`src/rtl/fantasticfft_pkg.sv`:
```
// Shared types and constants for the fantasticfft datapath blocks.
package fantasticfft_pkg;

  // Signed Q8.8 sample: bit 7 is the sign/integer MSB, bit -8 the finest fraction.
  typedef logic signed [7:-8] fixed_t;

  // Points per FFT frame and the matching index width.
  localparam int FFT_N = 8;
  localparam int IDX_W = 3;

  // Loader control states.
  typedef enum logic [0:0] {
    FILL      = 1'b0,
    FULL_WAIT = 1'b1
  } loader_state_t;

endpackage

```
`src/rtl/fantasticfft_fft8_loader.sv`:
```
// Serial-to-parallel front end for the FFT8 stage: collects 8 streamed Q8.8
// samples into an input buffer and hands complete frames to a one-frame
// output slot, so streaming can continue while a frame waits downstream.
module fantasticfft_fft8_loader
  import fantasticfft_pkg::*;
#(
  parameter int DATA_W      = 16,
  parameter int FRAME_CNT_W = 16
) (
  input  logic                   clk,
  input  logic                   rst_n,
  input  logic [DATA_W-1:0]      in_sample,
  input  logic                   in_valid,
  output logic                   in_ready,
  input  logic                   flush,
  input  logic                   out_ready,
  output logic [DATA_W-1:0]      x0,
  output logic [DATA_W-1:0]      x1,
  output logic [DATA_W-1:0]      x2,
  output logic [DATA_W-1:0]      x3,
  output logic [DATA_W-1:0]      x4,
  output logic [DATA_W-1:0]      x5,
  output logic [DATA_W-1:0]      x6,
  output logic [DATA_W-1:0]      x7,
  output logic                   isValid,
  output logic [FRAME_CNT_W-1:0] frame_cnt
);

  loader_state_t    state;
  loader_state_t    state_next;
  logic [IDX_W-1:0] wr_idx;
  fixed_t           sample_buf [FFT_N];
  fixed_t           x_q        [FFT_N];

  logic accept;
  logic last_sample;
  logic slot_free;
  logic out_fire;
  logic load_from_fill;
  logic load_from_wait;
  logic in_ready_next;

  // Handshake qualifiers; a flush cancels any accept in the same cycle.
  always_comb begin
    accept      = in_valid && in_ready && !flush;
    last_sample = (wr_idx == IDX_W'(FFT_N - 1));
    slot_free   = !isValid || out_ready;
    out_fire    = isValid && out_ready;
  end

  // State register.
  always_ff @(posedge clk or negedge rst_n) begin
    if (!rst_n) begin
      state <= FILL;
    end else begin
      state <= state_next;
    end
  end

  // Next-state: park in FULL_WAIT when a frame completes but the slot is busy.
  always_comb begin
    state_next = state;
    if (flush) begin
      state_next = FILL;
    end else begin
      case (state)
        FILL: begin
          if (accept && last_sample && !slot_free) begin
            state_next = FULL_WAIT;
          end
        end
        FULL_WAIT: begin
          if (out_fire) begin
            state_next = FILL;
          end
        end
        default: state_next = FILL;
      endcase
    end
  end

  // Control outputs: which source loads the output slot, and next in_ready.
  always_comb begin
    load_from_fill = 1'b0;
    load_from_wait = 1'b0;
    in_ready_next  = (state_next == FILL);
    if (!flush) begin
      case (state)
        FILL:      load_from_fill = accept && last_sample && slot_free;
        FULL_WAIT: load_from_wait = out_fire;
        default:   load_from_fill = 1'b0;
      endcase
    end
  end

  // in_ready is registered so it can be driven straight off a flop.
  always_ff @(posedge clk or negedge rst_n) begin
    if (!rst_n) begin
      in_ready <= 1'b0;
    end else begin
      in_ready <= in_ready_next;
    end
  end

  // Input buffer: each accepted sample lands at the current write index.
  always_ff @(posedge clk or negedge rst_n) begin
    if (!rst_n) begin
      for (int i = 0; i < FFT_N; i++) begin
        sample_buf[i] <= '0;
      end
    end else if (accept && state == FILL) begin
      sample_buf[wr_idx] <= fixed_t'(in_sample);
    end
  end

  // Write index: cleared by flush or frame transfer, otherwise advances per accept.
  always_ff @(posedge clk or negedge rst_n) begin
    if (!rst_n) begin
      wr_idx <= '0;
    end else if (flush || load_from_fill || load_from_wait) begin
      wr_idx <= '0;
    end else if (accept && state == FILL) begin
      wr_idx <= wr_idx + IDX_W'(1);
    end
  end

  // Output slot: loads a new frame or drains on handshake, holds otherwise.
  always_ff @(posedge clk or negedge rst_n) begin
    if (!rst_n) begin
      for (int i = 0; i < FFT_N; i++) begin
        x_q[i] <= '0;
      end
      isValid <= 1'b0;
    end else if (load_from_fill) begin
      for (int i = 0; i < FFT_N - 1; i++) begin
        x_q[i] <= sample_buf[i];
      end
      x_q[FFT_N-1] <= fixed_t'(in_sample);
      isValid      <= 1'b1;
    end else if (load_from_wait) begin
      for (int i = 0; i < FFT_N; i++) begin
        x_q[i] <= sample_buf[i];
      end
      isValid <= 1'b1;
    end else if (out_fire) begin
      isValid <= 1'b0;
    end
  end

  // Delivered-frame counter, wrapping naturally at its width.
  always_ff @(posedge clk or negedge rst_n) begin
    if (!rst_n) begin
      frame_cnt <= '0;
    end else if (out_fire) begin
      frame_cnt <= frame_cnt + FRAME_CNT_W'(1);
    end
  end

  assign x0 = x_q[0];
  assign x1 = x_q[1];
  assign x2 = x_q[2];
  assign x3 = x_q[3];
  assign x4 = x_q[4];
  assign x5 = x_q[5];
  assign x6 = x_q[6];
  assign x7 = x_q[7];

endmodule

```
`config.mk`:
```
export PLATFORM = sky130hd
export DESIGN_NAME = fantasticfft_fft8_loader
export DESIGN_NICKNAME = d
export VERILOG_FILES = /design/src/rtl/fantasticfft_pkg.sv /design/src/rtl/fantasticfft_fft8_loader.sv
export SDC_FILE = /design/constraint.sdc
export NUM_CORES = 1
export LEC_CHECK = 0
export CORE_MARGIN = 2
export CORE_UTILIZATION = 40
export DETAILED_ROUTE_END_ITERATION = 12
export HOLD_SLACK_MARGIN = 0.05
export PLACE_DENSITY_LB_ADDON = 0.05
export SYNTH_ARGS = -nofsm -noshare
export SYNTH_HDL_FRONTEND = slang
export SYNTH_SLANG_ARGS = --single-unit
```
`constraint.sdc`:
```
create_clock -name clk -period 3.45 [get_ports clk]
set_input_delay 0.8625 -clock clk [delete_from_list [all_inputs] [get_ports clk]]
set_output_delay 0.8625 -clock clk [all_outputs]
set_load 0.01 [all_outputs]
```
* Word-level counts from Yosys, hierarchy flattened *
Index checks and enable logic that the tools add are counted.
Widths: inputs -> output; s select.

word-level totals
  register bits after elaboration = 278
  input bits = 21
  output and inout port bits = 146
  word-level logic and storage cells = 64

operators by class
  add/subtract/negate cells = 2
  $lt $le $gt $ge = 2
  equal/unequal tests = 1
  multiplexer cells = 18
  bitwise operators = 3
  reduce and logical (&&, ||, !) cells = 17

operators by type and width
  kind                   count
  $mux 128               2
  $bwmux 128             1
  $demux 16 s3           1
  $add 16x1->16 const B  1
  $mux 16                1
  $mux 1                 10
  $logic_and 1x1->1      8
  $mux 3                 2
  $ge 4x4->1 const B     1
  $lt 4x1->1 const B     1
  $not 3->4              1
  $reduce_bool 2->1      2
  $add 3x1->3 const B    1
  $eq 3x3->1 const B     1
  $logic_not 1->1        3
  $logic_or 1x1->1       3
  $reduce_bool 3->1      1
  $not 1->1              2
  $pmux 1 s2             1

* Logic depth before layout (Yosys ltp) *
  word-level depth = 9
  depth in mapped cells = 8
  gate-level depth less buffers = 5

* Least setup slack after synthesis *
No wires, ideal clock.

  path kind = input port to flip-flop
  start point = input port flush
  end point = register sample_buf[86] in the netlist's numbering
  library setup time = 0.125 ns
  arrival = 2.265 ns
  required time = 3.325 ns
  path slack = 1.060 ns
  stages = 7
  path buffers = 3
  cell sequence = and4bb_1 > buf_6 > nand2b_4 > buf_6 > nor3b_4 > buf_12 > mux2_4

between the ends
  longest elaborated chain between the ends = 3

RTL lines
  what                           RTL line                         source
  start, declared                fantasticfft_fft8_loader.sv:15   input logic flush,
  $logic_not 1->1                -
  $logic_and 1x1->1              fantasticfft_fft8_loader.sv:45   accept = in_valid && in_ready && !flush;
  $logic_and 1x1->1              fantasticfft_fft8_loader.sv:111  end else if (accept && state == FILL) begin
  end signal, assigned by index  fantasticfft_fft8_loader.sv:112  sample_buf[wr_idx] <= fixed_t'(in_sample);
  end, declared                  fantasticfft_fft8_loader.sv:32   fixed_t sample_buf [FFT_N];

No other way between the ends.
A chain may end at the register's enable or synchronous reset.

* Worst setup path in the final report *
  start point = input port flush
  end point = register sample_buf[13] in the netlist's numbering

The elaborated chain is that of the path after synthesis.

==> results.sh <==
export IMPL_outcome="complete, no violations"
export IMPL_power_frac_comb=0.042
export IMPL_synth_edff_count=0
export IMPL_final_hold_violation_count=0
export IMPL_final_cell_mix="dfrtp_1 (278), clkdlybuf4s50_1 (165), mux2_4 (124)"
export IMPL_overflow=0
export IMPL_p_switching_w=0.001524
export IMPL_clk_path_buf_depth=3
export IMPL_dp_slack_ns=0.2872
export IMPL_grt_pass1_wl_um=40540
export IMPL_synth_async_reset_ratio=1.000
export IMPL_hp_class="in2async"
export IMPL_p_leak_nw=7.357
export IMPL_port_buffers=166
export IMPL_rsz0062_at_grt="no"
export IMPL_crit_path_max_fanout=16
export IMPL_power_density_mw_per_mm2=512.4
export IMPL_holdWs_ns=0.2995
export IMPL_wl_per_cell_um=20.20
export IMPL_switching_share=0.2049
export IMPL_post_route_cells_drive_above_1_share=0.3754
export IMPL_pwr_share_seq=0.467
export IMPL_insertion_delay_ns=0.54
export IMPL_drt_iter0_drc=329
export IMPL_synth_avg_cell_area_um2=17.34
export IMPL_fin_ws_ns=0.8298
export IMPL_die_area_mm2=0.02989
export IMPL_drv_slew=0
export IMPL_setup_viol=0
export IMPL_dieHeight_um=172.9
export IMPL_dp_hpwl_um=16210
export IMPL_grt_pass1_vias=6763
export IMPL_cts_setup_buffers=0
export IMPL_first_pass_iters=4
export IMPL_worst_slew_pin_slew_ns=0.7719
export IMPL_dieWidth_um=172.9
export IMPL_skew_ns=0.01139
export IMPL_cp_required_ns=3.86
export IMPL_initial_utilization=0.4084
export IMPL_numClockSinks=278
export IMPL_root_buffer="clkbuf_16"
export IMPL_drc=0
export IMPL_ys_warn_count=0
export IMPL_critPathCaptureType="flip-flop"
export IMPL_period_share=0.7595
export IMPL_final_common_cell="dfrtp_1"
export IMPL_htree_levels=1
export IMPL_clkSlewWorstSetupHoldPaths_ns=0.06
export IMPL_area_delta_synth_final_pct=27.26
export IMPL_drt_total_wl_um=25070
export IMPL_ys_ff_latch=278
export IMPL_antenna_cells=0
export IMPL_cts_buffers_inserted=30
export IMPL_timing_slew_headroom=0.4814
export IMPL_synthDistinctLibCells=41
export IMPL_tns_ns=0
export IMPL_synth_nets=682
export IMPL_final_nets=863
export IMPL_viasPerCell=4.873
export IMPL_crit_path_start_kind="input pin"
export IMPL_p_total_w=0.007439
export IMPL_synth_flop_cell="dfrtp_1"
export IMPL_pin_count=167
export IMPL_synth_seq_area_share=0.6098
export IMPL_grt_max_degree=84
export IMPL_rows=61
export IMPL_gp_congestion=0.7867
export IMPL_vias=6047
export IMPL_syn_inst=658
export IMPL_cp_arrival_ns=3.03
export IMPL_cts_tree="done"
export IMPL_antenna_left=0
export IMPL_vdd_drop_max_uv=326.2
export IMPL_cts_hold_buf=0
export IMPL_post_cts_resized=0
export IMPL_period_needed_ns=2.620
export IMPL_clockPowerShare=0.492
export IMPL_max_cap_violations=0
export IMPL_antenna_found_initial=0
export IMPL_critPathKind="in2reg"
export IMPL_p_int_w=0.005915
export IMPL_syn_cell_area_mm2=0.01141
export IMPL_grt_use_total=0.1695
export IMPL_fp_coreArea_mm2=0.02793
export IMPL_fmax_mhz=381.6
## routing by layer
metal,up-vias,share of wire,global-route usage
li1,2710,-,-
met1,3160,0.46,0.2380
met2,152,0.48,0.2757
met3,25,0.047,0.03430
met4,0,0.012,0.03213
met5,-,0,0
## critical path: stages
cell and delay, ns:
clkdlybuf4s50_1 0.45, and4bb_1 0.51, and2_1 0.36, nand3_2 0.41
mux2_2 0.42
## flip-flops by register name, indices dropped and copies added (netlist names)
name / cells
frame_cnt: 16
in_ready: 1
isValid: 1
sample_buf: 128
state: 1
wr_idx: 3
x0: 16
x1: 16
x2: 16
x3: 16
x4: 16
x5: 16
x6: 16
x7: 16
## power groups by stage
| stage | registers, W | clock network [W] | logic, W |
|---|---|---|---|
| final | 0.00347 | 0.00366 | 0.000309 |
| after CTS | 0.00347 | 0.00377 | 0.000320 |
| after global placement | 0.00353 | 0 | 0.000310 |
| after floorplan | 0.00351 | 0 | 0.000168 |
| after detailed placement | 0.00353 | 0 | 0.000320 |
| after global routing | 0.00349 | 0.00392 | 0.000347 |
## cells in the mapped netlist, types with 2 or more instances
cell type / count / area (um2)
nand3b_4: 2 / 40.04
nand2b_1: 3 / 18.77
buf_4: 6 / 45.04
nor3b_4: 2 / 37.54
nor2_1: 6 / 22.52
xor2_1: 5 / 43.79
buf_12: 12 / 240.2
a21o_1: 16 / 120.1
a22o_1: 17 / 148.9
nand3_1: 6 / 30.03
and3_1: 2 / 12.51
nand4_1: 4 / 25.02
clkbuf_1: 2 / 7.510
buf_2: 3 / 15.01
dfrtp_1: 278 / 6957
ha_1: 3 / 37.54
mux2i_1: 2 / 20.02
nand2_1: 8 / 30.03
nor2_8: 2 / 40.04
a31o_2: 2 / 17.52
nor3_1: 3 / 15.01
buf_6: 6 / 67.56
xnor2_1: 10 / 87.58
mux2_4: 124 / 1862
and2_1: 2 / 12.51
mux2_2: 117 / 1318
## final cells by class
type,count,area (um2)
fill,2350,13420
sequential,278,6957
multi-input combinational,349,4058
timing repair buffer,179,1877
clock buffer,39,865.8
tap,378,473.0
clock inverter,17,285.3
inverter,1,3.754
## per-stage QoR
| stage | util | cells | instance area [um2] |
|---|---|---|---|
| after floorplan | - | 658 | 11410 |
| after global placement | 0.4785 | 1185 | 13370 |
| after detailed placement | 0.4785 | 1185 | 13370 |
| after CTS | 0.5198 | 1241 | 14520 |
| after global routing | 0.5198 | 1241 | 14520 |
| final | 0.5198 | 1241 | 14520 |
## logic make-up after synthesis
| family | count (synthesis) | share of synthesized area |
|---|---|---|
| AO/OA/AOI/OAI | 37 | 0.02632 |
| XOR/XNOR | 15 | 0.01152 |
| adder cells (fa/ha/maj) | 3 | 0.003291 |
| buffers and inverters | 31 | 0.03455 |
| flip-flops | 278 | 0.6098 |
| multiplexers | 243 | 0.2804 |
| AND/OR/NAND/NOR | 51 | 0.03411 |
## worst paths after layout
check | from | endpoint | slack (ns) | depth (start not counted)
min in group clk | x7[6] | x7[6] | 0.48 | 1
hold reg to reg | x7[6] | x7[6] | 0.48 | 1
setup reg to reg | wr_idx[1] | x4[10] | 1.11 | 6
max in group asynchronous | rst_n | frame_cnt[2] | 2.28 | 2
hold / removal | rst_n | x4[12] | 0.30 | 1
setup / recovery | flush | sample_buf[13] | 0.83 | 5
Note: power is estimated with default switching activity, not from simulation.
==> patch (same flow settings) <==
Make the reset (`rst_n`) synchronous in 6 clocked blocks.
--- a/src/rtl/fantasticfft_fft8_loader.sv
+++ b/src/rtl/fantasticfft_fft8_loader.sv
@@ -51,3 +51,3 @@
   // State register.
-  always_ff @(posedge clk or negedge rst_n) begin
+  always_ff @(posedge clk) begin
     if (!rst_n) begin
@@ -96,3 +96,3 @@
   // in_ready is registered so it can be driven straight off a flop.
-  always_ff @(posedge clk or negedge rst_n) begin
+  always_ff @(posedge clk) begin
     if (!rst_n) begin
@@ -105,3 +105,3 @@
   // Input buffer: each accepted sample lands at the current write index.
-  always_ff @(posedge clk or negedge rst_n) begin
+  always_ff @(posedge clk) begin
     if (!rst_n) begin
@@ -116,3 +116,3 @@
   // Write index: cleared by flush or frame transfer, otherwise advances per accept.
-  always_ff @(posedge clk or negedge rst_n) begin
+  always_ff @(posedge clk) begin
     if (!rst_n) begin
@@ -127,3 +127,3 @@
   // Output slot: loads a new frame or drains on handshake, holds otherwise.
-  always_ff @(posedge clk or negedge rst_n) begin
+  always_ff @(posedge clk) begin
     if (!rst_n) begin
@@ -150,3 +150,3 @@
   // Delivered-frame counter, wrapping naturally at its width.
-  always_ff @(posedge clk or negedge rst_n) begin
+  always_ff @(posedge clk) begin
     if (!rst_n) begin
Function: differs if rst_n is asserted again (counterexample within 4 cycles, from zero or initial values and one cycle with rst_n low); with rst_n held inactive, the same outputs for 4 cycles.
==> patch against the unedited design <==
- total power fell by 3.9%
- sequential cell count unchanged
- cell count up 3.9%
- wire length shrank 4.8%
- final area fell by 6.5%
- clock power down 19%
- setup slack worse by 0.084 ns
- first-iteration DRC count up 19%
- synthesized area fell by 8.2%
- via count increased by 2.9%
- largest power group is now sequential cells
- highest routed layer is now met5
==> patch: results <==
metrics = {
    "setup_path": {
        "path_max_fanout": 62,
        "r2r_slack_ns": 1.01,
        "slowest_delay_ns": 0.84,
        "r2r-start": "wr_idx[0]",
        "crit_end": "x_q[0][3]",
        "worstPathArrival_ns": 3.11,
    },
    "global_routing": {
        "grt_pass1_vias": 6474,
        "use_met2_pct": 27.8,
        "antenna_found_initial": 1,
        "met3_usage_pct": 3.98,
        "use_met1_pct": 23.9,
        "grt_max_degree": 63,
    },
    "yosys": {
        "syn_nets": 763,
        "synth.area.top_cells": "edfxtp_1 (73%), and2_1 (6.8%), nor2_1 (5.2%), dfxtp_1 (4.2%), nand2_1 (2.7%)",
        "synth-adder-area-share_pct": 0.359,
        "async_flop_share_pct": 0,
        "synth_cell_types": 38,
        "synth-main-ff-cell": "edfxtp_1",
        "ys_seq_area_share_pct": 77.6,
        "synth-xor-area-share_pct": 0.920,
        "synth_commonest_cells": "edfxtp_1 (256), nor2_1 (146), and2_1 (113)",
    },
    "cts": {
        "cts_inserted_buffers": 29,
    },
    "placed_design": {
        "gp_congestion": 0.806,
        "place_hpwl_mm": 16.3,
        "place_area_sq_um": 12700,
        "pre_cts_ws_ns": 0.158,
    },
    "drt": {
        "first_pass_iters": 6,
        "vias": 6223,
        "drt_iter0_markers": 392,
        "drt_wl_total_mm": 23.9,
    },
    "layout": {
        "nNetsFinal": 955,
        "num-fill-cells": 2184,
        "drive_above_1_share_pct": 8.49,
    },
    "pwr": {
        "leakage_nw": 4.78,
        "ir_drop_v": 0.000306,
    },
    "timing": {
        "min_period_ns": 2.70,
        "worst_pin_slew_ns": 1.11,
        "worst_clock_skew_ns": 0.0137,
    },
    "status": {
        "status": "complete, no violations",
    },
    "min_path": {
        "min_path_type": "flip-flop to flip-flop",
    },
}
==> patch: kinds of logic (layout without fill, tap and decap cells) <==
| logic type | count (synthesis) | count (layout) |
|---|---|---|
| and+or+nand+nor | 367 | 367 |
| DFF | 278 | 278 |
| buffers and inverters | 41 | 256 |
| AOI/OAI and AO/OA | 36 | 36 |
| xor gates and xnor gates | 11 | 11 |
| adders and majority gates | 3 | 3 |
| muxes | 3 | 3 |
==> patch: how the worst min path moves through the flow <==
stage	start	endpoint	slack, ns
finish	frame_cnt[15]	frame_cnt[15]	0.48
global route	frame_cnt[15]	frame_cnt[15]	0.50
CTS	frame_cnt[15]	frame_cnt[15]	0.48
detailed placement	frame_cnt[15]	frame_cnt[15]	0.47
global placement	frame_cnt[15]	frame_cnt[15]	0.46
floorplan	frame_cnt[15]	frame_cnt[15]	0.49
==> patch: cell type report <==
type,instances,share of cell area (%)
inverter,4,0.111
tap,335,3.09
timing repair buffer,198,14.4
sequential,278,59.9
clock inverter,22,1.27
clock buffer,32,5.43
multi-input combinational,420,15.9
==> patch: through the flow <==
step | cells | utilization, %
5_1_grt | 1289 | 52.4
2_1_floorplan | 739 | -
6_report | 1289 | 52.4
3_3_place_gp | 1235 | 48.9
4_1_cts | 1289 | 52.4
3_5_place_dp | 1235 | 48.9
==> patch: routing by layer <==
metal  vias to the layer above  wire length (um)
met2                       211             11100
met3                        54              1620
met5                         -                13
met4                         2               749
met1                      3003             10400
li1                       2953                 -
==> patch: report_power, final <==
group	total (mW)	internal (mW)	switching [mW]
Sequential	3.83	3.79	0.0399
Combinational	0.350	0.160	0.190
Clock	2.97	1.69	1.28
Total	7.15	5.64	1.51
